### src/rtl/l2_writeback_buffer_if.sv
// L2 <-> writeback buffer <-> physical memory line handshake bundle.
// slave: buffer side; master: L2 cache plus memory side.
interface l2_writeback_buffer_if #(
  parameter int AW = 16,
  parameter int LW = 128
) ();
  logic          l2_read;
  logic          l2_write;
  logic [AW-1:0] l2_address;
  logic [LW-1:0] l2_wdata;
  logic [LW-1:0] l2_rdata;
  logic          l2_resp;
  logic          pmem_read;
  logic          pmem_write;
  logic [AW-1:0] pmem_address;
  logic [LW-1:0] pmem_wdata;
  logic [LW-1:0] pmem_rdata;
  logic          pmem_resp;

  modport slave (
    input  l2_read, l2_write, l2_address, l2_wdata,
    input  pmem_rdata, pmem_resp,
    output l2_rdata, l2_resp,
    output pmem_read, pmem_write, pmem_address, pmem_wdata
  );

  modport master (
    output l2_read, l2_write, l2_address, l2_wdata,
    output pmem_rdata, pmem_resp,
    input  l2_rdata, l2_resp,
    input  pmem_read, pmem_write, pmem_address, pmem_wdata
  );
endinterface

### src/rtl/l2_writeback_buffer.sv
// Dirty-line writeback FIFO between L2 and memory, with read forwarding.
// Define L2_WB_COALESCE_EN to merge writes that hit a buffered line.
module l2_writeback_buffer #(
  parameter int DEPTH = 2,
  parameter int AW    = 16,
  parameter int LW    = 128
) (
  input  logic                     clk,
  input  logic                     rst_n,
  l2_writeback_buffer_if.slave     bus,
  output logic [$clog2(DEPTH):0]   buf_count,
  output logic                     buf_empty
);

  localparam int PW = $clog2(DEPTH);
  localparam int CW = PW + 1;
  localparam int TW = AW - 4;
  localparam logic [CW-1:0] FULL = CW'(DEPTH);

  typedef enum logic [1:0] {
    IDLE, MEM_READ, DRAIN, RESP
  } state_e;

  state_e        state_q;
  logic [PW-1:0] head_q;
  logic [PW-1:0] tail_q;
  logic [CW-1:0] count_q;
  logic [DEPTH-1:0] vld_q;
  logic [TW-1:0] tag_q  [DEPTH];
  logic [LW-1:0] line_q [DEPTH];

  logic          l2_resp_q;
  logic [LW-1:0] l2_rdata_q;
  logic          pmem_read_q;
  logic          pmem_write_q;
  logic [AW-1:0] pmem_address_q;
  logic [LW-1:0] pmem_wdata_q;

  logic [TW-1:0] tag_in;
  logic          hit;
  logic [PW-1:0] hit_idx;
  logic [PW-1:0] idx;
  logic          coal;

  assign tag_in = bus.l2_address[AW-1:4];

  // Walk oldest to youngest so the last match is the youngest copy.
  always_comb begin
    hit     = 1'b0;
    hit_idx = '0;
    idx     = '0;
    for (int i = 0; i < DEPTH; i++) begin
      idx = head_q + PW'(i);
      if (vld_q[idx] && tag_q[idx] == tag_in) begin
        hit     = 1'b1;
        hit_idx = idx;
      end
    end
  end

`ifdef L2_WB_COALESCE_EN
  always_comb coal = hit;
`else
  always_comb coal = 1'b0;
`endif

  always_ff @(posedge clk or negedge rst_n) begin
    if (!rst_n) begin
      state_q        <= IDLE;
      head_q         <= '0;
      tail_q         <= '0;
      count_q        <= '0;
      vld_q          <= '0;
      for (int i = 0; i < DEPTH; i++) begin
        tag_q[i]  <= '0;
        line_q[i] <= '0;
      end
      l2_resp_q      <= 1'b0;
      l2_rdata_q     <= '0;
      pmem_read_q    <= 1'b0;
      pmem_write_q   <= 1'b0;
      pmem_address_q <= '0;
      pmem_wdata_q   <= '0;
    end else begin
      unique case (state_q)
        IDLE: begin
          if (bus.l2_read) begin
            if (hit) begin
              l2_rdata_q <= line_q[hit_idx];
              l2_resp_q  <= 1'b1;
              state_q    <= RESP;
            end else begin
              pmem_read_q    <= 1'b1;
              pmem_address_q <= {tag_in, 4'h0};
              state_q        <= MEM_READ;
            end
          end else if (bus.l2_write && coal) begin
            line_q[hit_idx] <= bus.l2_wdata;
            l2_resp_q       <= 1'b1;
            state_q         <= RESP;
          end else if (bus.l2_write && count_q != FULL) begin
            tag_q[tail_q]  <= tag_in;
            line_q[tail_q] <= bus.l2_wdata;
            vld_q[tail_q]  <= 1'b1;
            tail_q         <= tail_q + PW'(1);
            count_q        <= count_q + CW'(1);
            l2_resp_q      <= 1'b1;
            state_q        <= RESP;
          end else if (bus.l2_write || count_q != '0) begin
            // Full with a write pending, or idle: retire the head.
            pmem_write_q   <= 1'b1;
            pmem_address_q <= {tag_q[head_q], 4'h0};
            pmem_wdata_q   <= line_q[head_q];
            state_q        <= DRAIN;
          end
        end
        MEM_READ: begin
          if (bus.pmem_resp) begin
            pmem_read_q <= 1'b0;
            l2_rdata_q  <= bus.pmem_rdata;
            l2_resp_q   <= 1'b1;
            state_q     <= RESP;
          end
        end
        DRAIN: begin
          if (bus.pmem_resp) begin
            pmem_write_q  <= 1'b0;
            vld_q[head_q] <= 1'b0;
            head_q        <= head_q + PW'(1);
            count_q       <= count_q - CW'(1);
            state_q       <= IDLE;
          end
        end
        RESP: begin
          l2_resp_q <= 1'b0;
          state_q   <= IDLE;
        end
        default: state_q <= IDLE;
      endcase
    end
  end

  assign bus.l2_resp      = l2_resp_q;
  assign bus.l2_rdata     = l2_rdata_q;
  assign bus.pmem_read    = pmem_read_q;
  assign bus.pmem_write   = pmem_write_q;
  assign bus.pmem_address = pmem_address_q;
  assign bus.pmem_wdata   = pmem_wdata_q;
  assign buf_count        = count_q;
  assign buf_empty        = (count_q == '0);

  a_rw_excl: assert property (@(posedge clk) disable iff (!rst_n)
    state_q == IDLE |-> !(bus.l2_read && bus.l2_write));
  a_cnt_max: assert property (@(posedge clk) disable iff (!rst_n)
    count_q <= FULL);
  a_pmem_excl: assert property (@(posedge clk) disable iff (!rst_n)
    !(pmem_read_q && pmem_write_q));

endmodule

### src/flat_wrapper.sv
// flat-port wrapper written by rule: the top's interface ports become plain ports
module l2_writeback_buffer_flat 
#(
  parameter int DEPTH = 2,
  parameter int AW    = 16,
  parameter int LW    = 128
)
  (clk, rst_n, buf_count, buf_empty, bus_l2_read, bus_l2_write, bus_l2_address, bus_l2_wdata, bus_pmem_rdata, bus_pmem_resp, bus_l2_rdata, bus_l2_resp, bus_pmem_read, bus_pmem_write, bus_pmem_address, bus_pmem_wdata);
  l2_writeback_buffer_if #(.AW(AW), .LW(LW)) bus_i ();
  input  logic clk;
  input  logic rst_n;
  output logic [$clog2(DEPTH):0] buf_count;
  output logic buf_empty;
  input wire logic [$bits(bus_i.l2_read)-1:0] bus_l2_read;
  input wire logic [$bits(bus_i.l2_write)-1:0] bus_l2_write;
  input wire logic [$bits(bus_i.l2_address)-1:0] bus_l2_address;
  input wire logic [$bits(bus_i.l2_wdata)-1:0] bus_l2_wdata;
  input wire logic [$bits(bus_i.pmem_rdata)-1:0] bus_pmem_rdata;
  input wire logic [$bits(bus_i.pmem_resp)-1:0] bus_pmem_resp;
  output wire logic [$bits(bus_i.l2_rdata)-1:0] bus_l2_rdata;
  output wire logic [$bits(bus_i.l2_resp)-1:0] bus_l2_resp;
  output wire logic [$bits(bus_i.pmem_read)-1:0] bus_pmem_read;
  output wire logic [$bits(bus_i.pmem_write)-1:0] bus_pmem_write;
  output wire logic [$bits(bus_i.pmem_address)-1:0] bus_pmem_address;
  output wire logic [$bits(bus_i.pmem_wdata)-1:0] bus_pmem_wdata;
  assign bus_i.l2_read = bus_l2_read;
  assign bus_i.l2_write = bus_l2_write;
  assign bus_i.l2_address = bus_l2_address;
  assign bus_i.l2_wdata = bus_l2_wdata;
  assign bus_i.pmem_rdata = bus_pmem_rdata;
  assign bus_i.pmem_resp = bus_pmem_resp;
  assign bus_l2_rdata = bus_i.l2_rdata;
  assign bus_l2_resp = bus_i.l2_resp;
  assign bus_pmem_read = bus_i.pmem_read;
  assign bus_pmem_write = bus_i.pmem_write;
  assign bus_pmem_address = bus_i.pmem_address;
  assign bus_pmem_wdata = bus_i.pmem_wdata;
  l2_writeback_buffer #(.DEPTH(DEPTH), .AW(AW), .LW(LW)) u_core (.clk(clk), .rst_n(rst_n), .bus(bus_i), .buf_count(buf_count), .buf_empty(buf_empty));
endmodule
### config.mk
export PLATFORM = sky130hd
export DESIGN_NAME = l2_writeback_buffer_flat
export DESIGN_NICKNAME = d
export VERILOG_FILES = /design/src/rtl/l2_writeback_buffer_if.sv /design/src/rtl/l2_writeback_buffer.sv /design/src/flat_wrapper.sv
export SDC_FILE = /design/constraint.sdc
export NUM_CORES = 1
export LEC_CHECK = 0
export ABC_CLOCK_PERIOD_IN_PS = 4600
export CAP_MARGIN = 40
export CORE_MARGIN = 5
export CORE_UTILIZATION = 40
export CTS_CLUSTER_DIAMETER = 60
export DETAILED_ROUTE_END_ITERATION = 16
export PLACE_DENSITY = 0.73
export SLEW_MARGIN = 20
export SYNTH_ARGS = -nofsm -noshare
export SYNTH_HDL_FRONTEND = slang
export SYNTH_SLANG_ARGS = --single-unit
export TNS_END_PERCENT = 50
### constraint.sdc
create_clock -name clk -period 4.6 [get_ports clk]
set_clock_uncertainty 0.05 [all_clocks]
set_input_delay 0.46 -clock clk [delete_from_list [all_inputs] [get_ports clk]]
set_output_delay 0.46 -clock clk [all_outputs]
set_load 0.01 [all_outputs]
# == Word-level counts from Yosys, hierarchy flattened ==
# Index checks and enable logic that the tools add are counted.
# op_classes
addsub,4
magnitude_cmp,10
eq_ne,20
muxes,66
n_bitwise,9
n_reduce_logical,24
# ops
cell,count
$mux 128,10
$bwmux 256,1
$pmux 128 s2,1
$demux 128 s1,1
$mux 12,7
$mux 16,4
$bwmux 24,1
$eq 12x12->1,2
$mux 2,12
$reduce_and 4->1,6
$mux 1,20
$ne 2x2->1 const B,9
$demux 12 s1,1
$ge 2x2->1 const B,4
$not 1->2,4
$pmux 2 s2,2
$pmux 2 s4,1
$reduce_bool 2->1,4
$logic_and 1x1->1,6
$lt 1x2->1 const B,3
$ne 2x1->1 const B,3
$ne 3x2->1 const B,2
$reduce_and 3->1,2
$reduce_and 5->1,1
other kinds (19),26
# totals
reg_bits,563
inputBits,277
output_inout_bits,278

# == Depth between registers and ports, before layout ==
# Gate-level depths: netlist (run 1).
# depth
word_depth,15
ltp_mapped,11
ltp_nobuf,7

# == Worst setup path after synthesis (run 1) ==
# OpenSTA, ideal clock, no wires.
# synth_path
kind,reg2reg
startpoint,register u_core.head_q
endpoint,"register u_core.l2_rdata_q[100], in the netlist u_core.bus.l2_rdata[100]"
arrival_ps,2297
path_slack_ps,2132
stages_incl_launch_ff,11
path_buffers,3
path_cell_list,dfrtp_1 > buf_6 > mux2i_4 > xnor2_1 > or4_1 > nor4_2 > mux2i_2 > buf_12 > buf_12 > o22ai_2 > nor2_2
# synth_via
elab_chain_len,15
elab_cells_between_ends,30
# synth_lines
element,line_no,text
"start, declared",l2_writeback_buffer.sv:25,logic [PW-1:0] head_q;
"start signal, assigned",l2_writeback_buffer.sv:129,head_q <= head_q + PW'(1);
$add 1x1->1 / $not 1->2 (equally long branches),"l2_writeback_buffer.sv:53, l2_writeback_buffer.sv:54",
$not 1->2 (not written as such) / $mux 12 (equally long branches),l2_writeback_buffer.sv:54,if (vld_q[idx] && tag_q[idx] == tag_in) begin
$mux 12 (not written as such) (2 in a row),l2_writeback_buffer.sv:54,
$mux 12 (not written as such) / $eq 12x12->1 (equally long branches),l2_writeback_buffer.sv:54,
$eq 12x12->1 / $logic_and 1x1->1 (equally long branches),l2_writeback_buffer.sv:54,
$logic_and 1x1->1 / $mux 1 (equally long branches),l2_writeback_buffer.sv:54,
$mux 1,l2_writeback_buffer.sv:54,
$not 1->2 (not written as such),l2_writeback_buffer.sv:89,l2_rdata_q <= line_q[hit_idx];
$mux 128 (not written as such) (3 in a row),l2_writeback_buffer.sv:89,
$mux 128,l2_writeback_buffer.sv:88,if (hit) begin
$mux 128,l2_writeback_buffer.sv:87,if (bus.l2_read) begin
$pmux 128 s2,l2_writeback_buffer.sv:85,unique case (state_q)
"end signal, assigned",l2_writeback_buffer.sv:89,
"end signal, assigned",l2_writeback_buffer.sv:120,l2_rdata_q <= bus.pmem_rdata;
"end, declared",l2_writeback_buffer.sv:33,logic [LW-1:0] l2_rdata_q;
# Several ways; a longest one is shown, not always the timed one. The select of a mux whose other input is x is not followed.
# A chain may end at the register's enable or synchronous reset.

# == Worst setup path after layout (run 1) ==
# layout_path
startpoint,register u_core.head_q
endpoint,"register u_core.l2_rdata_q[73], in the netlist u_core.bus.l2_rdata[73]"
# The elaborated chain is that of the path after synthesis.

==> run summary, run 1 <==
Fin crit period: 3.67 ns
Final worst slack: 0.932 ns
CTS tree: done
Met3 global-route usage: 0.0603
Distinct cell type count after synthesis: 52
Largest net degree at the start of global routing: 130
Met2 Use GR: 0.358
Slowest CP cell: dfrtp_4
Die ar.: 0.0672 mm²
Worst Max-Slew Pin Slew: 0.957 ns
Fin Setup TNS: 0 ns
R2R depth: 8
Hold path start: u_core.bus.pmem_address[14]
Worst skew pair latency: 0.60 ns
Mapped Cells: 1919
Critical Path RT: 5.04 ns
Main flop type after synthesis: dfrtp_1
Fraction of registers with async set/reset: 1.00
First-pass DRT Iterations: 5
Syn Std Cell Area: 0.0248 mm²
LEAKAGE: 13.7 nW
Vias/cell: 5.32
Post-synth EDFFs: 0
Pwr Total: 23.0 mW
Die height: 259 µm
Worst Path Max Fanout: 72
DR iter-0 viols: 813
Detailed Route WL: 72100 µm
DRC: 0
Final setup vio count: 0
Via Count: 17700
Nets: 2704
Global placer's final weighted congestion: 0.829
R2R setup slack: 0.93 ns
Synth-to-Final Area Change: 33.2%
Fmax: 0.273 GHz
Worst setup SP type: flip-flop
Initial Util: 0.403
Synth Area per Inst: 12.9 µm²
IO buf count: 546
Dpl ws: 0.987 ns
Crit share post-route: 0.797
Share of cells above drive strength 1: 0.263
Area after DPL: 0.0310 mm²
First-pass GRT wire length: 111000 µm
Site Rows: 91
GR Util met1: 0.249
Most frequent CP cell: mux2i_4
Relative slew slack: 0.362
PD cells: 696 mW/mm²
Origin of the critical flop-to-flop path: u_core.head_q
Global route total overflow: 0
Hold WC Path Type: reg2reg
CTS buffer count: 60
Post-route ant nets: 0
CP Cell Sequence: mux2i_4, xnor2_1, or4_1, nor4_1, mux2i_4, buf_12, o22ai_2, nor2_2
Tot GR Track Use: 0.206
Design Area, Final: 0.0331 mm²
R2R Path End: u_core.bus.l2_rdata[73]
CP peak stage delay: 0.90 ns
Root Buffer: clkbuf_16
Htree depth: 2
Crit Path Category: reg2reg
Core Area: 0.0616 mm²
Max_cap viols: 0
CTS Sinks: 559
HPWL after DPL: 49000 µm
Hold WS: 0.442 ns
Worst-path clk slew: 0.06 ns
Final Max Slew Viols: 0
RSZ-0062 raised after global routing: false
CP endpoint kind: flip-flop
Most used routing layer: met2
Number of global-route vias before repair: 18900
I/O pin cnt: 555
Antenna violations before repair: 15
Critical Path Sink: u_core.bus.l2_rdata[73]
Critical Path Source: u_core.head_q
Wire per inst: 21.7 µm
Synth warn: 0
CTS max path bufs: 3
#FFs+latches synth: 559
Die W: 259 µm
# Post-CTS Setup Buffers: 0
Sequential fraction of the synthesis area: 0.563
Outcome: completed
Fin. Hold Viols: 0
Crit path DAT: 4.11 ns
VDD IR-drop max: 0.366 mV
[final cells by class]
type / instances / area, µm²
Clock buffer: 89 / 1790
Inverter: 5 / 18.8
Antenna cell: 11 / 27.5
Timing Repair Buffer: 588 / 6050
Tap cell: 837 / 1050
Multi-Input combinational cell: 1213 / 9900
Sequential cell: 559 / 14000
Fill cell: 5109 / 28500
Clock inverter: 19 / 268
[power breakdown]
| group | internal [mW] | switching (mW) |
|---|---|---|
| clock network | 3.02 | 1.99 |
| registers | 7.29 | 1.89 |
| logic | 4.85 | 3.98 |
[per-stage QoR]
stage	std cells	utilization
2_1_floorplan	1922	-
3_3_place_gp	3199	0.502
3_5_place_dp	3201	0.503
4_1_cts	3310	0.537
5_1_grt	3319	0.537
6_report	3321	0.537
[placed cells by master (no fill, tap or decap), drive strengths merged, types with 2 or more instances in the layout]
cell type	n
xor2	5
dfrtp	559
or4	2
o21ai	18
mux2	290
a21oi	135
nor2	267
nand4	3
xnor2	23
nor3	3
a2111oi	3
bufinv	6
clkinv	10
nand2	19
nor4	4
o22ai	256
buf	42
or3	3
diode	11
nand3b	3
clkbuf	89
conb	4
inv	7
mux2i	154
clkdlybuf4s50	545
nand3	5
[sequential cells by signal, indices dropped and copies added, names as in the netlist, 2 cells and up]
signal	count
u_core.state_q	2
u_core.line_q	256
u_core.tag_q	24
u_core.buf_count	2
u_core.vld_q	2
u_core.bus.pmem_address	12
u_core.bus.l2_rdata	128
u_core.bus.pmem_wdata	128
[worst max-delay path, delay by kind of cell (launching register included)]
kind,cells,cell delay [ns]
AOI/OAI and AO/OA,1,0.35
xor gates and xnor gates,1,0.10
buffers and inverters,1,0.25
DFF,1,0.90
muxes,2,0.58
and+or+nand+nor,3,1.13
[cell families after synthesis]
family	Yosys count	synth area share
AOI/OAI and AO/OA	423	0.130
xor gates and xnor gates	28	0.00987
DFF	559	0.563
muxes	444	0.194
and+or+nand+nor	314	0.0607
buffers and inverters	150	0.0415
other	1	0.000151
[worst min-delay path by stage]
stage                                        endpoint  slack [ns]  depth (start not counted)
after detailed placement  u_core.bus.pmem_address[14]        0.43                          1
after global routing               u_core.line_q[243]        0.42                          2
after global placement    u_core.bus.pmem_address[12]        0.43                          1
after CTS                          u_core.line_q[110]        0.40                          2
after floorplan                   u_core.buf_count[0]        0.11                          0
final                     u_core.bus.pmem_address[14]        0.44                          1
[metal layers]
layer | routed length [µm] | up-vias
met3 | 5310 | 142
met5 | 57 | -
met2 | 36100 | 538
met1 | 28200 | 9022
met4 | 2310 | 8
li1 | - | 7971
[what timing repair did]
action | 4_1_cts | 5_1_grt
hold endpoints to repair | 97 | 0
resized for setup | 0 | 0
hold buffers | 1 | 0
[cells in the mapped netlist, drive strengths merged, types with 2 or more instances]
| cell | instances | area (µm²) |
|---|---|---|
| nor2 | 267 | 1250 |
| a2111oi | 3 | 33.8 |
| buf | 55 | 674 |
| a21oi | 135 | 676 |
| o22ai | 256 | 2350 |
| nor4 | 4 | 31.3 |
| dfrtp | 559 | 14000 |
| nor3 | 3 | 15.0 |
| nand2 | 19 | 71.3 |
| nand3 | 5 | 25.0 |
| xor2 | 5 | 43.8 |
| o21ai | 18 | 90.1 |
| clkbuf | 90 | 338 |
| mux2i | 154 | 1560 |
| xnor2 | 23 | 201 |
| nand4 | 3 | 18.8 |
| or3 | 3 | 18.8 |
| nand3b | 3 | 22.5 |
| or4 | 2 | 18.8 |
| mux2 | 290 | 3270 |
| inv | 5 | 18.8 |
(Power assumes the default switching activity.)
==> inputs of run 2 (changes only) <==
--- a/config.mk
+++ b/config.mk
@@ -5,7 +5,7 @@
 export SDC_FILE = /design/constraint.sdc
 export NUM_CORES = 1
 export LEC_CHECK = 0
-export ABC_CLOCK_PERIOD_IN_PS = 4600
+export ABC_CLOCK_PERIOD_IN_PS = 3500
 export CAP_MARGIN = 40
 export CORE_MARGIN = 5
 export CORE_UTILIZATION = 40
==> constraint.sdc (replaced) <==
create_clock -name clk -period 3.5 [get_ports clk]
set_clock_uncertainty 0.05 [all_clocks]
set_input_delay 0.35 -clock clk [delete_from_list [all_inputs] [get_ports clk]]
set_output_delay 0.35 -clock clk [all_outputs]
set_load 0.01 [all_outputs]
==> run 2 against run 1 <==
Compared with the run above:
- non-clock buffer count is 24 higher
- die area stayed put
- sequential power is 32% higher
- global-route usage is 0.058 points higher
- sequential cell count stayed put
- combinational power is 33% higher
- total power is 32% higher
- critical path depth is 2 higher
- critical path type unchanged
- critical endpoint is now u_core.bus.l2_rdata[86]
- highest routed layer unchanged
==> run summary, run 2 (synthesis results as in run 1) <==
Largest net degree at the start of global routing: 138
First-pass GRT wire length: 111000 µm
Tot GR Track Use: 0.207
R2R setup slack: 0.30 ns
DR iter-0 viols: 941
Die ar.: 0.0672 mm²
Largest reg by FF count: u_core.line_q
Relative slew slack: 0.401
Nets: 2728
PD cells: 910 mW/mm²
Max_cap viols: 0
Fin Setup TNS: 0 ns
Critical Path RT: 3.94 ns
Max reg flops: 256
Worst Max-Slew Pin Slew: 0.899 ns
Initial Util: 0.403
CTS tree: done
Share of cells above drive strength 1: 0.269
Worst setup SP type: flip-flop
LEAKAGE: 13.8 nW
Detailed Route WL: 72200 µm
Global route total overflow: 0
Via Count: 17700
Antenna violations before repair: 11
Fmax: 0.313 GHz
Final Max Slew Viols: 0
Crit share post-route: 0.914
First-pass DRT Iterations: 5
Fin. Hold Viols: 0
CTS resizes: 0
Number of cells on the critical path: 10
Core Area: 0.0616 mm²
Fin crit period: 3.20 ns
CP Cell Sequence: buf_8, mux2i_1, xnor2_1, or4_1, nor4_2, mux2i_4, buf_12, buf_4, o22ai_2, nor2_2
Outcome: completed
Slowest CP cell: dfrtp_4
R2R Path End: u_core.bus.l2_rdata[86]
CTS buffer count: 60
Hold WS: 0.295 ns
Worst Path Max Fanout: 48
Vias/cell: 5.30
Worst skew pair latency: 0.60 ns
Wire per inst: 21.6 µm
Synth-to-Final Area Change: 34.2%
Buffer and inverter count on the worst path: 3
Hold WC Path Type: in2async
Final setup vio count: 0
IO buf count: 546
HPWL after DPL: 49400 µm
Site Rows: 91
Worst-path clk slew: 0.06 ns
Die W: 259 µm
Post-route ant nets: 0
DRC: 0
VDD IR-drop max: 0.641 mV
Most frequent cells in the layout: dfrtp_1, clkdlybuf4s50_1, mux2_2, nor2_1, mux2i_1
Crit Path Category: reg2reg
CTS max path bufs: 3
RSZ-0062 raised after global routing: false
Crit path DAT: 3.64 ns
I/O pin cnt: 555
Delay-heaviest family, CP: simple AND/OR/NAND/NOR gates
Number of global-route vias before repair: 19000
Origin of the critical flop-to-flop path: u_core.head_q
CTS Sinks: 559
Htree depth: 2
CP peak stage delay: 0.63 ns
Most common cell after layout, fill and taps aside: dfrtp_1
Die height: 259 µm
R2R depth: 10
CP endpoint kind: flip-flop
Root Buffer: clkbuf_16
Global placer's final weighted congestion: 0.845
## run 2: changes by cell type in the layout (fill, tap and decap cells not counted), sizes merged
cell    change
clkbuf      -4
clkinv      -1
inv         +2
buf        +24
bufinv      +2
diode       -4
## run 2: how the worst max path moves through the flow
stage	from	endpoint	slack, ns
3_5_place_dp	u_core.head_q	u_core.bus.l2_rdata[115]	0.22
2_1_floorplan	u_core.head_q	u_core.bus.l2_rdata[100]	1.03
5_1_grt	u_core.head_q	u_core.bus.l2_rdata[35]	0.04
4_1_cts	u_core.head_q	u_core.bus.l2_rdata[24]	0.21
6_report	u_core.head_q	u_core.bus.l2_rdata[86]	0.30
3_3_place_gp	u_core.head_q	u_core.bus.l2_rdata[112]	0.25
## run 2: routing by layer
| metal | GRT usage | vias to the layer above | wire length, µm |
|---|---|---|---|
| li1 | - | 8013 | - |
| met1 | 0.257 | 9023 | 28900 |
| met2 | 0.359 | 559 | 36400 |
| met3 | 0.0570 | 114 | 5100 |
| met4 | 0.0545 | 6 | 1780 |
| met5 | 0 | - | 41 |
## run 2: repair_timing
action                                  4_1_cts  5_1_grt
hold buffers                                  1        0
hold endpoints to repair                     63        0
setup buffers                                 0        1
endpoints found under the setup margin        0       96
## run 2: area by class of cell
type                       count  area [µm²]
tap                          837        1050
multi-input combinational   1213        9900
fill                        5123       28300
timing repair buffer         612        6320
antenna                        7        17.5
clock inverter                22         345
inverter                       5        18.8
sequential                   559       14000
clock buffer                  85        1710
## run 2: power by group
| group | total [mW] | switching, mW | internal [mW] |
|---|---|---|---|
| combinational | 11.7 | 5.25 | 6.45 |
| clock | 6.58 | 2.60 | 3.98 |
| sequential | 12.1 | 2.48 | 9.59 |
| total | 30.4 | 10.3 | 20.0 |
## run 2: per-stage QoR
| stage | util | instance area, µm² | total power, mW | setup slack, ns | cells |
|---|---|---|---|---|---|
| after global routing | 0.541 | 33300 | 32.1 | 0.0357 | 3338 |
| final | 0.541 | 33300 | 30.4 | 0.300 | 3340 |
| after global placement | 0.507 | 31200 | 23.3 | 0.249 | 3222 |
| after floorplan | - | 24900 | 18.2 | 1.03 | 1922 |
| after detailed placement | 0.507 | 31300 | 23.8 | 0.216 | 3224 |
| after CTS | 0.541 | 33300 | 30.6 | 0.206 | 3332 |
==> inputs of run 3 (changes only) <==
--- a/config.mk
+++ b/config.mk
@@ -7,11 +7,10 @@
 export LEC_CHECK = 0
 export ABC_CLOCK_PERIOD_IN_PS = 3500
 export CAP_MARGIN = 40
-export CORE_MARGIN = 5
 export CORE_UTILIZATION = 40
 export CTS_CLUSTER_DIAMETER = 60
 export DETAILED_ROUTE_END_ITERATION = 16
-export PLACE_DENSITY = 0.73
+export PLACE_DENSITY_LB_ADDON = 0.2
 export SLEW_MARGIN = 20
 export SYNTH_ARGS = -nofsm -noshare
 export SYNTH_HDL_FRONTEND = slang
==> run 3 against run 2 <==
Compared with the run above:
- combinational power about the same
- cell area fell by 0.22%
- sequential share of layout area rose by 0.093 points
- register-to-register slack worse by 0.04 ns
- global-route usage up 1.4 points
- core utilization grew 0.58 points
- critical path depth is 1 lower
- sequential cell count is the same
- worst setup slack got worse by 0.043 ns
- final cell count is 1.4% lower
- sequential power about the same
==> run summary, run 3 (synthesis results as in run 1) <==
Antenna violations before repair: 11
Fmax: 0.308 GHz
Core Area: 0.0608 mm²
Synth-to-Final Area Change: 33.9%
Critical Path RT: 3.93 ns
Global route total overflow: 0
Crit Path Category: reg2reg
Root Buffer: clkbuf_16
Worst-path clk slew: 0.06 ns
Largest net degree at the start of global routing: 143
Worst skew pair latency: 0.60 ns
Hold WS: 0.285 ns
CP peak stage delay: 0.74 ns
Final setup vio count: 0
Global placer's final weighted congestion: 0.808
Most frequent CP cell: buf_12
Detailed Route WL: 70600 µm
Htree depth: 2
Post-route ant nets: 0
HPWL after DPL: 48200 µm
Fin crit period: 3.24 ns
Final worst slack: 0.257 ns
LEAKAGE: 13.8 nW
Met3 global-route usage: 0.0596
Die ar.: 0.0631 mm²
Die W: 251 µm
DR iter-0 viols: 889
CP endpoint kind: flip-flop
CP Cell Sequence: mux2i_1, xnor2_1, or4_4, nor4_2, mux2i_4, buf_12, buf_12, o22ai_2, nor2_2
Max reg flops: 256
First-pass GRT wire length: 109000 µm
Tot GR Track Use: 0.221
Most used routing layer: met2
Hold WC Path Type: in2async
Worst Path Max Fanout: 28
Outcome: completed
Crit path DAT: 3.68 ns
Share of cells above drive strength 1: 0.270
RSZ-0062 raised after global routing: false
I/O pin cnt: 555
Worst Max-Slew Pin Slew: 1.04 ns
CTS max path bufs: 3
First-pass DRT Iterations: 7
CTS resizes: 0
Initial Util: 0.408
Fin Setup TNS: 0 ns
IO buf count: 546
Fin. Hold Viols: 0
CTS Sinks: 559
Vias/cell: 5.30
Site Rows: 90
Delay-heaviest family, CP: simple AND/OR/NAND/NOR gates
Worst setup SP type: flip-flop
PD cells: 903 mW/mm²
Met2 Use GR: 0.371
Nets: 2734
Relative slew slack: 0.304
Most common cell after layout, fill and taps aside: dfrtp_1
Die height: 251 µm
Final Util: 0.547
Crit share post-route: 0.927
Buffer and inverter count on the worst path: 2
Final Max Slew Viols: 0
VDD IR-drop max: 0.471 mV
Area after DPL: 0.0313 mm²
Slowest CP cell: dfrtp_4
Largest reg by FF count: u_core.line_q
CTS tree: done
Via Count: 17400
Max_cap viols: 0
Design Area, Final: 0.0333 mm²
Wire per inst: 21.4 µm
GR Util met1: 0.276
Most frequent cells in the layout: dfrtp_1, clkdlybuf4s50_1, mux2_2, nor2_1, mux2i_1
Dpl ws: 0.238 ns
DRC: 0
Fill cells: 5156
Number of global-route vias before repair: 18400
CTS buffer count: 60
run 3: cell types whose count changed in the layout (fill, tap and decap cells not counted), sizes merged:
cell | previous run | this run
buf | 66 | 72
bufinv | 8 | 3
clkbuf | 85 | 96
clkinv | 9 | 8
diode | 7 | 6
inv | 9 | 6
run 3: path summary, 6_finish.rpt:
check	depth (start not counted)	from	endpoint	slack [ns]
setup / recovery	9	u_core.head_q	u_core.bus.l2_rdata[44]	0.26
hold / removal	2	rst_n	u_core.bus.l2_rdata[14]	0.29
setup reg to reg	9	u_core.head_q	u_core.bus.l2_rdata[44]	0.26
hold reg to reg	1	u_core.bus.pmem_address[7]	u_core.bus.pmem_address[7]	0.44
max in group asynchronous	3	rst_n	u_core.bus.l2_rdata[90]	2.02
min in group clk	2	bus_l2_wdata[96]	u_core.line_q[224]	0.33
run 3: worst register-to-register path, stage by stage (launching register included):
cell and delay [ns]:
dfrtp_4 0.74, mux2i_1 0.42, xnor2_1 0.14, or4_4 0.53, nor4_2 0.39, mux2i_4 0.17, buf_12 0.22, buf_12 0.22
o22ai_2 0.22, nor2_2 0.04
run 3: stage by stage:
stage	cells	power [mW]
global route	3290	31.8
floorplan	1922	18.2
CTS	3284	30.3
global placement	3172	23.4
finish	3292	30.0
detailed placement	3174	23.9
run 3: what timing repair did:
item	in CTS	in global routing
endpoints found under the setup margin	0	2
hold endpoints to repair	60	0
hold buffers	1	0
buffers inserted	0	2
run 3: routing by layer:
metal,part of all wire,routed length (µm),vias up
met5,0.00091,64,-
met4,0.027,1900,12
met3,0.063,4440,120
met2,0.49,34700,411
met1,0.42,29500,8870
li1,-,-,8027
run 3: report_power, final:
part | switching (mW) | internal (mW)
clock | 2.55 | 3.75
sequential | 2.43 | 9.59
combinational | 5.20 | 6.52
total | 10.2 | 19.9
run 3: final cells by class:
class,instances,area [µm²],area share
Tap cell,782,978,0.0294
Sequential cell,559,14000,0.421
Inverter,5,18.8,0.000564
Clock inverter,13,149,0.00448
Antenna cell,6,15.0,0.000451
Clock buffer,96,1820,0.0546
Multi-Input combinational cell,1213,9900,0.297
Timing Repair Buffer,618,6400,0.192
==> variant (flow settings as in run 2) <==
Add a define of `L2_WB_COALESCE_EN`.
--- a/src/rtl/l2_writeback_buffer.sv
+++ b/src/rtl/l2_writeback_buffer.sv
@@ -1,4 +1,6 @@
 // Dirty-line writeback FIFO between L2 and memory, with read forwarding.
 // Define L2_WB_COALESCE_EN to merge writes that hit a buffered line.
+`define L2_WB_COALESCE_EN
+
 module l2_writeback_buffer #(
   parameter int DEPTH = 2,
Check against the original RTL: not settled (the Yosys comparison gave no result); the edit may change what the design does.
==> variant against run 2 <==
The flow now finishes with violations (negative setup slack); final area up 7.4%; non-clock buffer count up 100; final cell count up 7.6%; largest cell class unchanged; worst setup slack worse by 390 ps; maximum frequency down 11%; area after synthesis up 3.2%; sequential cell count unchanged; total power up 7.4%; clock power down 2%; synthesized cell count up 9.1%; routed wire length up 18%; critical endpoint is now u_core.line_q[132].
==> variant: results <==
export IMPL_outcome="finished, violations left"
export IMPL_violations="negative setup slack"
export IMPL_synthTopCellsByArea="dfrtp_1, mux2i_1, mux2_2"
export IMPL_first_iter_violations=1131
export IMPL_grt_max_degree=131
export IMPL_setup_viol=208
export IMPL_drt_total_wl_um=85100
export IMPL_leakage_nw=15.3
export IMPL_combPwrFrac_pct=42.8
export IMPL_antenna_found_initial=10
export IMPL_wl_met1_um=34200
export IMPL_htree_levels=2
export IMPL_p_int_w=0.0210
export IMPL_gp_congestion=0.872
export IMPL_nets=2971
export IMPL_r2r_cells=12
export IMPL_crit_fanout=15
export IMPL_postPlaceCellArea_um2=32600
export IMPL_place_hpwl_um=55000
export IMPL_yosysWarnings=0
export IMPL_route_met3_wl_um=6620
export IMPL_use_met3_pct=6.00
export IMPL_synthTopCellsByCount="dfrtp_1, mux2i_1, a21oi_1, mux2_2, nor2_1"
export IMPL_dp_cells=3432
export IMPL_fin_ws_ps=-91.5
export IMPL_viasPerCell=5.52
export IMPL_grtUsageTotal_pct=22.0
export IMPL_cp_arrival_ps=4040
export IMPL_critPathMaxStageDelay_ps=570
export IMPL_relSlewSlack_pct=39.1
export IMPL_wl_met2_um=41300
export IMPL_p_comb_w=0.0139
export IMPL_grtUsageMet1_pct=27.9
export IMPL_peakVddDrop_uv=479
export IMPL_grt_pass1_vias=20740
export IMPL_pre_cts_ws_ps=-155
export IMPL_wl_per_cell_um=23.7
[variant: path summary, 6_finish.rpt]
| path | endpoint | slack (ps) |
|---|---|---|
| max reg2reg | u_core.line_q[132] | -90 |
| max | u_core.line_q[132] | -90 |
| min | u_core.bus.l2_rdata[0] | 330 |
| max in group asynchronous | u_core.bus.pmem_wdata[3] | 1930 |
| min in group clk | u_core.line_q[83] | 330 |
| min reg2reg | u_core.vld_q[1] | 450 |
[variant: final cells by class]
type	instances	area [um2]
Inverter	10	41.3
Clock inverter	17	220
Fill cell	5013	27500
Tap cell	846	1060
Clock buffer	90	1800
Antenna cell	7	17.5
Multi-Input combinational cell	1352	11100
Timing Repair Buffer	712	7590
Sequential cell	559	14000
[variant: worst reg2reg max path: cells and delay by family, from the launching register on]
family / cells / cell delay (ps)
AO/OA/AOI/OAI: 1 / 170
XOR/XNOR: 1 / 140
buffers and inverters: 4 / 720
flip-flops: 1 / 570
multiplexers: 2 / 550
AND/OR/NAND/NOR: 4 / 1280
[variant: what timing repair did]
| action | 4_1_cts | 5_1_grt |
|---|---|---|
| hold endpoints to repair | 75 | 0 |
| pin swaps | 3 | 9 |
| gates resized for setup | 16 | 109 |
| buffers inserted | 4 | 23 |
| endpoints found under the setup margin | 334 | 488 |
| hold buffers | 1 | 0 |
| cloned | 2 | 18 |
[variant: logic make-up (layout without fill, tap and decap cells)]
group	Yosys count	after routing	share of synthesized area, %
other	1	11	0.0146
xor gates and xnor gates	25	25	0.854
DFF	559	559	54.6
buffers and inverters	185	829	3.83
and+or+nand+nor	320	320	6.85
muxes	571	571	25.2
AOI/OAI and AO/OA	432	432	8.73
